--- config.mk ---
export PLATFORM = sky130hd
export DESIGN_NAME = qos_egress_arbiter
export DESIGN_NICKNAME = d
export VERILOG_FILES = /design/src/rtl/qos_egress_arbiter.sv
export SDC_FILE = /design/constraint.sdc
export NUM_CORES = 1
export LEC_CHECK = 0
export CAP_MARGIN = 15
export CORE_MARGIN = 2
export CORE_UTILIZATION = 53
export CTS_BUF_LIST = sky130_fd_sc_hd__clkbuf_16
export DETAILED_ROUTE_END_ITERATION = 10
export PLACE_DENSITY = 0.85
export SYNTH_ARGS = -nofsm -noshare
export SYNTH_HDL_FRONTEND = slang
export SYNTH_SLANG_ARGS = --single-unit
--- constraint.sdc ---
create_clock -name clk -period 5.9 [get_ports clk]
set_clock_uncertainty 0.05 [all_clocks]
set_input_delay 1.475 -clock clk [delete_from_list [all_inputs] [get_ports clk]]
set_output_delay 1.475 -clock clk [all_outputs]
set_load 0.005 [all_outputs]
--- src/rtl/qos_egress_arbiter.sv ---
// qos_egress_arbiter: merges per-class FIFOs P0..P3 into one egress stream and keeps word counters.
// Build option STRICT_PRIORITY_EN selects fixed priority P0 > P1 > P2 > P3 instead of round-robin.
module qos_egress_arbiter #(
  parameter int DW = 12,
  parameter int CW = 8
) (
  input  logic          clk,
  input  logic          reset,
  input  logic [3:0]    fifo_empty,
  input  logic [DW-1:0] fifo_dataout0,
  input  logic [DW-1:0] fifo_dataout1,
  input  logic [DW-1:0] fifo_dataout2,
  input  logic [DW-1:0] fifo_dataout3,
  output logic          pop0,
  output logic          pop1,
  output logic          pop2,
  output logic          pop3,
  input  logic          out_almost_full,
  output logic          push_out,
  output logic [DW-1:0] data_out,
  input  logic          req,
  input  logic [2:0]    idx,
  output logic          valid,
  output logic [CW-1:0] data,
  output logic          idle_out,
  output logic          active_out
);

  typedef enum logic {ST_IDLE = 1'b0, ST_ACTIVE = 1'b1} state_e;

  state_e        state_q, state_d;
  logic          idle_q, idle_d;
  logic          active_q, active_d;
  logic [3:0]    pop_q, pop_d;
  logic [1:0]    sel1_q;
  logic          v2_q;
  logic [1:0]    sel2_q;
  logic          push_q;
  logic [DW-1:0] data_out_q, data_out_d;
  logic [CW-1:0] cnt_q [4];
  logic [CW-1:0] total_q;
  logic          valid_q;
  logic [CW-1:0] data_q, data_d;
  logic          grant_vld;
  logic [1:0]    grant_idx;
  logic [1:0]    push_cls;

`ifdef STRICT_PRIORITY_EN
  // Fixed priority: the lowest-numbered non-empty class wins.
  always_comb begin
    grant_vld = 1'b0;
    grant_idx = 2'd0;
    for (int k = 3; k >= 0; k--) begin
      if (!fifo_empty[k]) begin
        grant_vld = 1'b1;
        grant_idx = 2'(k);
      end else begin
        grant_vld = grant_vld;
      end
    end
  end
`else
  logic [1:0] rr_q, rr_d;
  logic [1:0] cand;

  // Round-robin search from rr_q; scanning backwards lets the nearest candidate win.
  always_comb begin
    grant_vld = 1'b0;
    grant_idx = 2'd0;
    cand      = 2'd0;
    for (int k = 3; k >= 0; k--) begin
      cand = rr_q + 2'(k);
      if (!fifo_empty[cand]) begin
        grant_vld = 1'b1;
        grant_idx = cand;
      end else begin
        grant_vld = grant_vld;
      end
    end
  end

  assign rr_d = (|pop_d) ? (grant_idx + 2'd1) : rr_q;

  always_ff @(posedge clk) begin
    if (!reset) begin
      rr_q <= 2'd0;
    end else begin
      rr_q <= rr_d;
    end
  end
`endif

  assign pop_d = (grant_vld && !out_almost_full) ? (4'b0001 << grant_idx) : 4'b0000;

  // Returned FIFO word is selected by the class popped one cycle earlier.
  always_comb begin
    case (sel2_q)
      2'd0:    data_out_d = fifo_dataout0;
      2'd1:    data_out_d = fifo_dataout1;
      2'd2:    data_out_d = fifo_dataout2;
      2'd3:    data_out_d = fifo_dataout3;
      default: data_out_d = fifo_dataout0;
    endcase
  end

  // Pop -> FIFO read -> push pipeline; reset drops anything in flight.
  always_ff @(posedge clk) begin
    if (!reset) begin
      pop_q      <= 4'b0000;
      sel1_q     <= 2'd0;
      v2_q       <= 1'b0;
      sel2_q     <= 2'd0;
      push_q     <= 1'b0;
      data_out_q <= '0;
    end else begin
      pop_q      <= pop_d;
      sel1_q     <= grant_idx;
      v2_q       <= |pop_q;
      sel2_q     <= sel1_q;
      push_q     <= v2_q;
      data_out_q <= v2_q ? data_out_d : '0;
    end
  end

  assign push_cls = data_out_q[DW-1 -: 2];

  always_comb begin
    data_d = '0;
    if (req) begin
      case (idx)
        3'd0:    data_d = cnt_q[0];
        3'd1:    data_d = cnt_q[1];
        3'd2:    data_d = cnt_q[2];
        3'd3:    data_d = cnt_q[3];
        3'd4:    data_d = total_q;
        default: data_d = '0;
      endcase
    end else begin
      data_d = '0;
    end
  end

  // Counters count on the registered push; a read sees the pre-increment value.
  always_ff @(posedge clk) begin
    if (!reset) begin
      for (int k = 0; k < 4; k++) cnt_q[k] <= '0;
      total_q <= '0;
      valid_q <= 1'b0;
      data_q  <= '0;
    end else begin
      if (push_q) begin
        cnt_q[push_cls] <= cnt_q[push_cls] + CW'(1);
        total_q         <= total_q + CW'(1);
      end
      valid_q <= req;
      data_q  <= data_d;
    end
  end

  always_ff @(posedge clk) begin
    if (!reset) begin
      state_q  <= ST_IDLE;
      idle_q   <= 1'b1;
      active_q <= 1'b0;
    end else begin
      state_q  <= state_d;
      idle_q   <= idle_d;
      active_q <= active_d;
    end
  end

  always_comb begin
    state_d = state_q;
    case (state_q)
      ST_IDLE: begin
        if (!(&fifo_empty)) state_d = ST_ACTIVE;
        else                state_d = ST_IDLE;
      end
      ST_ACTIVE: begin
        if ((&fifo_empty) && !(|pop_q) && !v2_q) state_d = ST_IDLE;
        else                                     state_d = ST_ACTIVE;
      end
      default: state_d = ST_IDLE;
    endcase
  end

  always_comb begin
    idle_d   = (state_d == ST_IDLE);
    active_d = (state_d == ST_ACTIVE);
  end

  assign pop0       = pop_q[0];
  assign pop1       = pop_q[1];
  assign pop2       = pop_q[2];
  assign pop3       = pop_q[3];
  assign push_out   = push_q;
  assign data_out   = data_out_q;
  assign valid      = valid_q;
  assign data       = data_q;
  assign idle_out   = idle_q;
  assign active_out = active_q;

endmodule

==> reports/metrics.yaml <==
status:
  status: "finished clean"
place:
  io_buffers: 86
  pre_cts_slack_ns: 2.25
  dp_hpwl_um: 6090
  placed_area_um2: 4360
  place_congestion: 0.908
die:
  die_y_um: 84.9
  core_area_um2: 6350
  num_io_pins: 87
  start_util_pct: 54.7
  rows: 29
  fp.dieW_um: 84.9
  dieArea_um2: 7210
synthesis:
  synth-seq-cells: 75
  synth_edf_count: 32
  syn_avg_cell_area_um2: 11.8
  synth_cells: 294
  synth_mux_area_share_pct: 16.6
  synth_top_flop_cell: "dfxtp_1"
  synth_compound_area_share_pct: 8.14
  syn_nets: 355
  synth-adder-area-share_pct: 0.721
  synth_top_family_by_area: "multiplexers"
  yosys_warnings: 0
  async_flop_share_pct: 0
  yosysSeqAreaShare_pct: 52.5
  post_synth_num_cell_types: 38
  mappedNetlistArea_um2: 3470
  synthXorXnorAreaFrac_pct: 3.03
  synthSimpleGateAreaFrac_pct: 16.3
timing:
  tightest_slew_ns: 1.01
  max_freq_mhz: 297
  finalCritPeriodShare_pct: 57.0
  min_period_ns: 3.36
  hold-worst-slack_ns: 0.386
  slew-limit-headroom_pct: 31.9
  setup_viol: 0
  hold_viol: 0
  setup_ws_ns: 2.54
  rsz0062_at_grt: "false"
  tns_ns: 0
  maxSlewViolCount: 0
critical_path:
  worst-path-max-fanout: 27
  worstPathRequired_ns: 6.02
  end_kind: "register"
  path_class: "primary input to register"
  cp_data_arrival_time_ns: 3.49
  start_kind: "primary input"
power_and_ir_drop:
  netSwitchingPower_mw: 0.274
  p_int_mw: 1.02
  p_seq_share_pct: 45.0
  clkPwrFrac_pct: 43.7
  switching_share_pct: 21.3
  ir_drop_v: 0.000216
  power.density_nw_per_um2: 276
  power.static_leakage_nw: 1.67
  p_comb_share_pct: 11.3
  finalPower_mw: 1.29
final_layout:
  nets: 437
  drive_above_1_share_pct: 11.5
  fin_area_um2: 4670
  syn_to_final_growth_pct: 34.5
  antenna_cells: 0
clocking:
  postCtsHoldBufs: 0
  numCtsBuffers: 9
  cts_setup_buffers: 0
  clockBufferDepth: 2
  htreeDepth: 3
  cts_tree: "yes"
  path_clk_slew_ns: 0.06
  cts_sinks: 75
  cts_resized: 0
  root_buffer: "clkbuf_16"
  clkLatencyLatePin_ns: 0.33
global_routing:
  grt_first_pass_wirelength_um: 13000
  antenna_found_initial: 0
  grt_use_total_pct: 23.6
  grt_pass1_vias: 2525
  overflow: 0
  grt_max_degree: 28
routing:
  routed_wl_um: 8470
  drt_first_pass_iters: 5
  avgViaCountPerCell: 5.88
  vias: 2692
  initialDrtViolationCount: 291
  ant_nets: 0
  drc: 0
  drt-wirelength-per-cell_um: 18.5
flow_run:
  drv_cap: 0
hold_path:
  hp-class: "register to register"
flip-flops by register name (all words and copies together), names as in the netlist, 2 cells and up:
| name | count |
|---|---|
| cnt_q | 32 |
| data_out | 12 |
| data | 8 |
| total_q | 8 |
| pop_q | 4 |
| rr_q | 2 |
| sel1_q | 2 |
| sel2_q | 2 |
cell families after synthesis:
kind of cell	after synthesis
adders and majority gates	2
and+or+nand+nor	115
muxes	29
AOI/OAI and AO/OA	39
DFF	75
xor gates and xnor gates	12
buffers and inverters	22
power groups by stage:
stage | sequential [mW] | combinational [mW] | clock, mW
global route | 0.583 | 0.155 | 0.594
CTS | 0.580 | 0.145 | 0.570
detailed placement | 0.592 | 0.143 | 0
global placement | 0.590 | 0.140 | 0
floorplan | 0.581 | 0.0816 | 0
finish | 0.581 | 0.145 | 0.563
Yosys cell counts (2+ instances only):
master,n,area [um^2]
a21boi_0,3,22.5
a21oi_1,4,20.0
a22oi_1,14,105
and2_1,13,81.3
buf_2,3,15.0
clkbuf_1,11,41.3
dfxtp_1,43,861
edfxtp_1,32,961
ha_1,2,25.0
inv_1,7,26.3
mux2_2,7,78.8
mux4_1,4,105
mux4_2,17,383
nand2_1,17,63.8
nand2b_1,4,25.0
nand3_1,7,35.0
nand4_1,3,18.8
nor2_1,44,165
nor2b_1,16,100
nor3_1,2,10.0
o21ai_0,7,35.0
o22a_1,7,61.3
or3_1,2,12.5
xnor2_1,8,70.1
xor2_1,4,35.0
final timing paths:
kind	cells after the start	from	slack [ns]	to
worst max-delay path	5	reset	2.54	cnt_q[2][0]
worst min-delay path	1	sel1_q[0]	0.39	sel2_q[0]
worst max register to register	6	data_out[10]	3.35	cnt_q[0][6]
worst min register to register	1	sel1_q[0]	0.39	sel2_q[0]
worst max-delay path, stage by stage:
cell             delay (ns)
clkdlybuf4s50_1        1.04
nand2_1                0.37
nor2_1                 0.23
nand2_1                0.19
nor2_1                 0.17
layout make-up:
class                           count  area [um^2]
Multi-Input combinational cell    197         1560
Inverter                            7         26.3
Sequential cell                    75         1820
Tap cell                           77         96.3
Clock buffer                        9          225
Clock inverter                      7         83.8
Fill cell                         391         1680
Timing Repair Buffer               86          861
cells in the final DEF (no fill, tap or decap), types with 2 or more instances in the layout:
cell type / instances
o22a_1: 7
xor2_1: 4
nand2b_1: 4
nor3_1: 2
bufinv_16: 2
ha_1: 2
a21boi_0: 3
nor2_1: 44
and2_1: 13
inv_1: 8
nor2b_1: 16
mux4_2: 17
clkdlybuf4s50_1: 86
a21oi_1: 4
a22oi_1: 14
o21ai_0: 7
dfxtp_1: 43
edfxtp_1: 32
xnor2_1: 8
mux4_1: 4
nand4_1: 3
mux2_2: 7
or3_1: 2
clkbuf_16: 9
nand3_1: 7
nand2_1: 17
clkinv_2: 2
per-layer routing:
metal / wire length, um / track usage [%] / vias up
met3: 677 / 4.67 / 17
met1: 3240 / 29.6 / 1288
met4: 179 / 10.7 / 0
li1: - / - / 1244
met2: 4380 / 39.6 / 143
met5: 0 / 0 / -
metrics by stage:
step	instances	utilization, %
after floorplan	294	-
after global placement	442	68.7
after CTS	458	73.6
after global routing	458	73.6
after detailed placement	442	68.7
final	458	73.6
(Power assumes the default switching activity.)
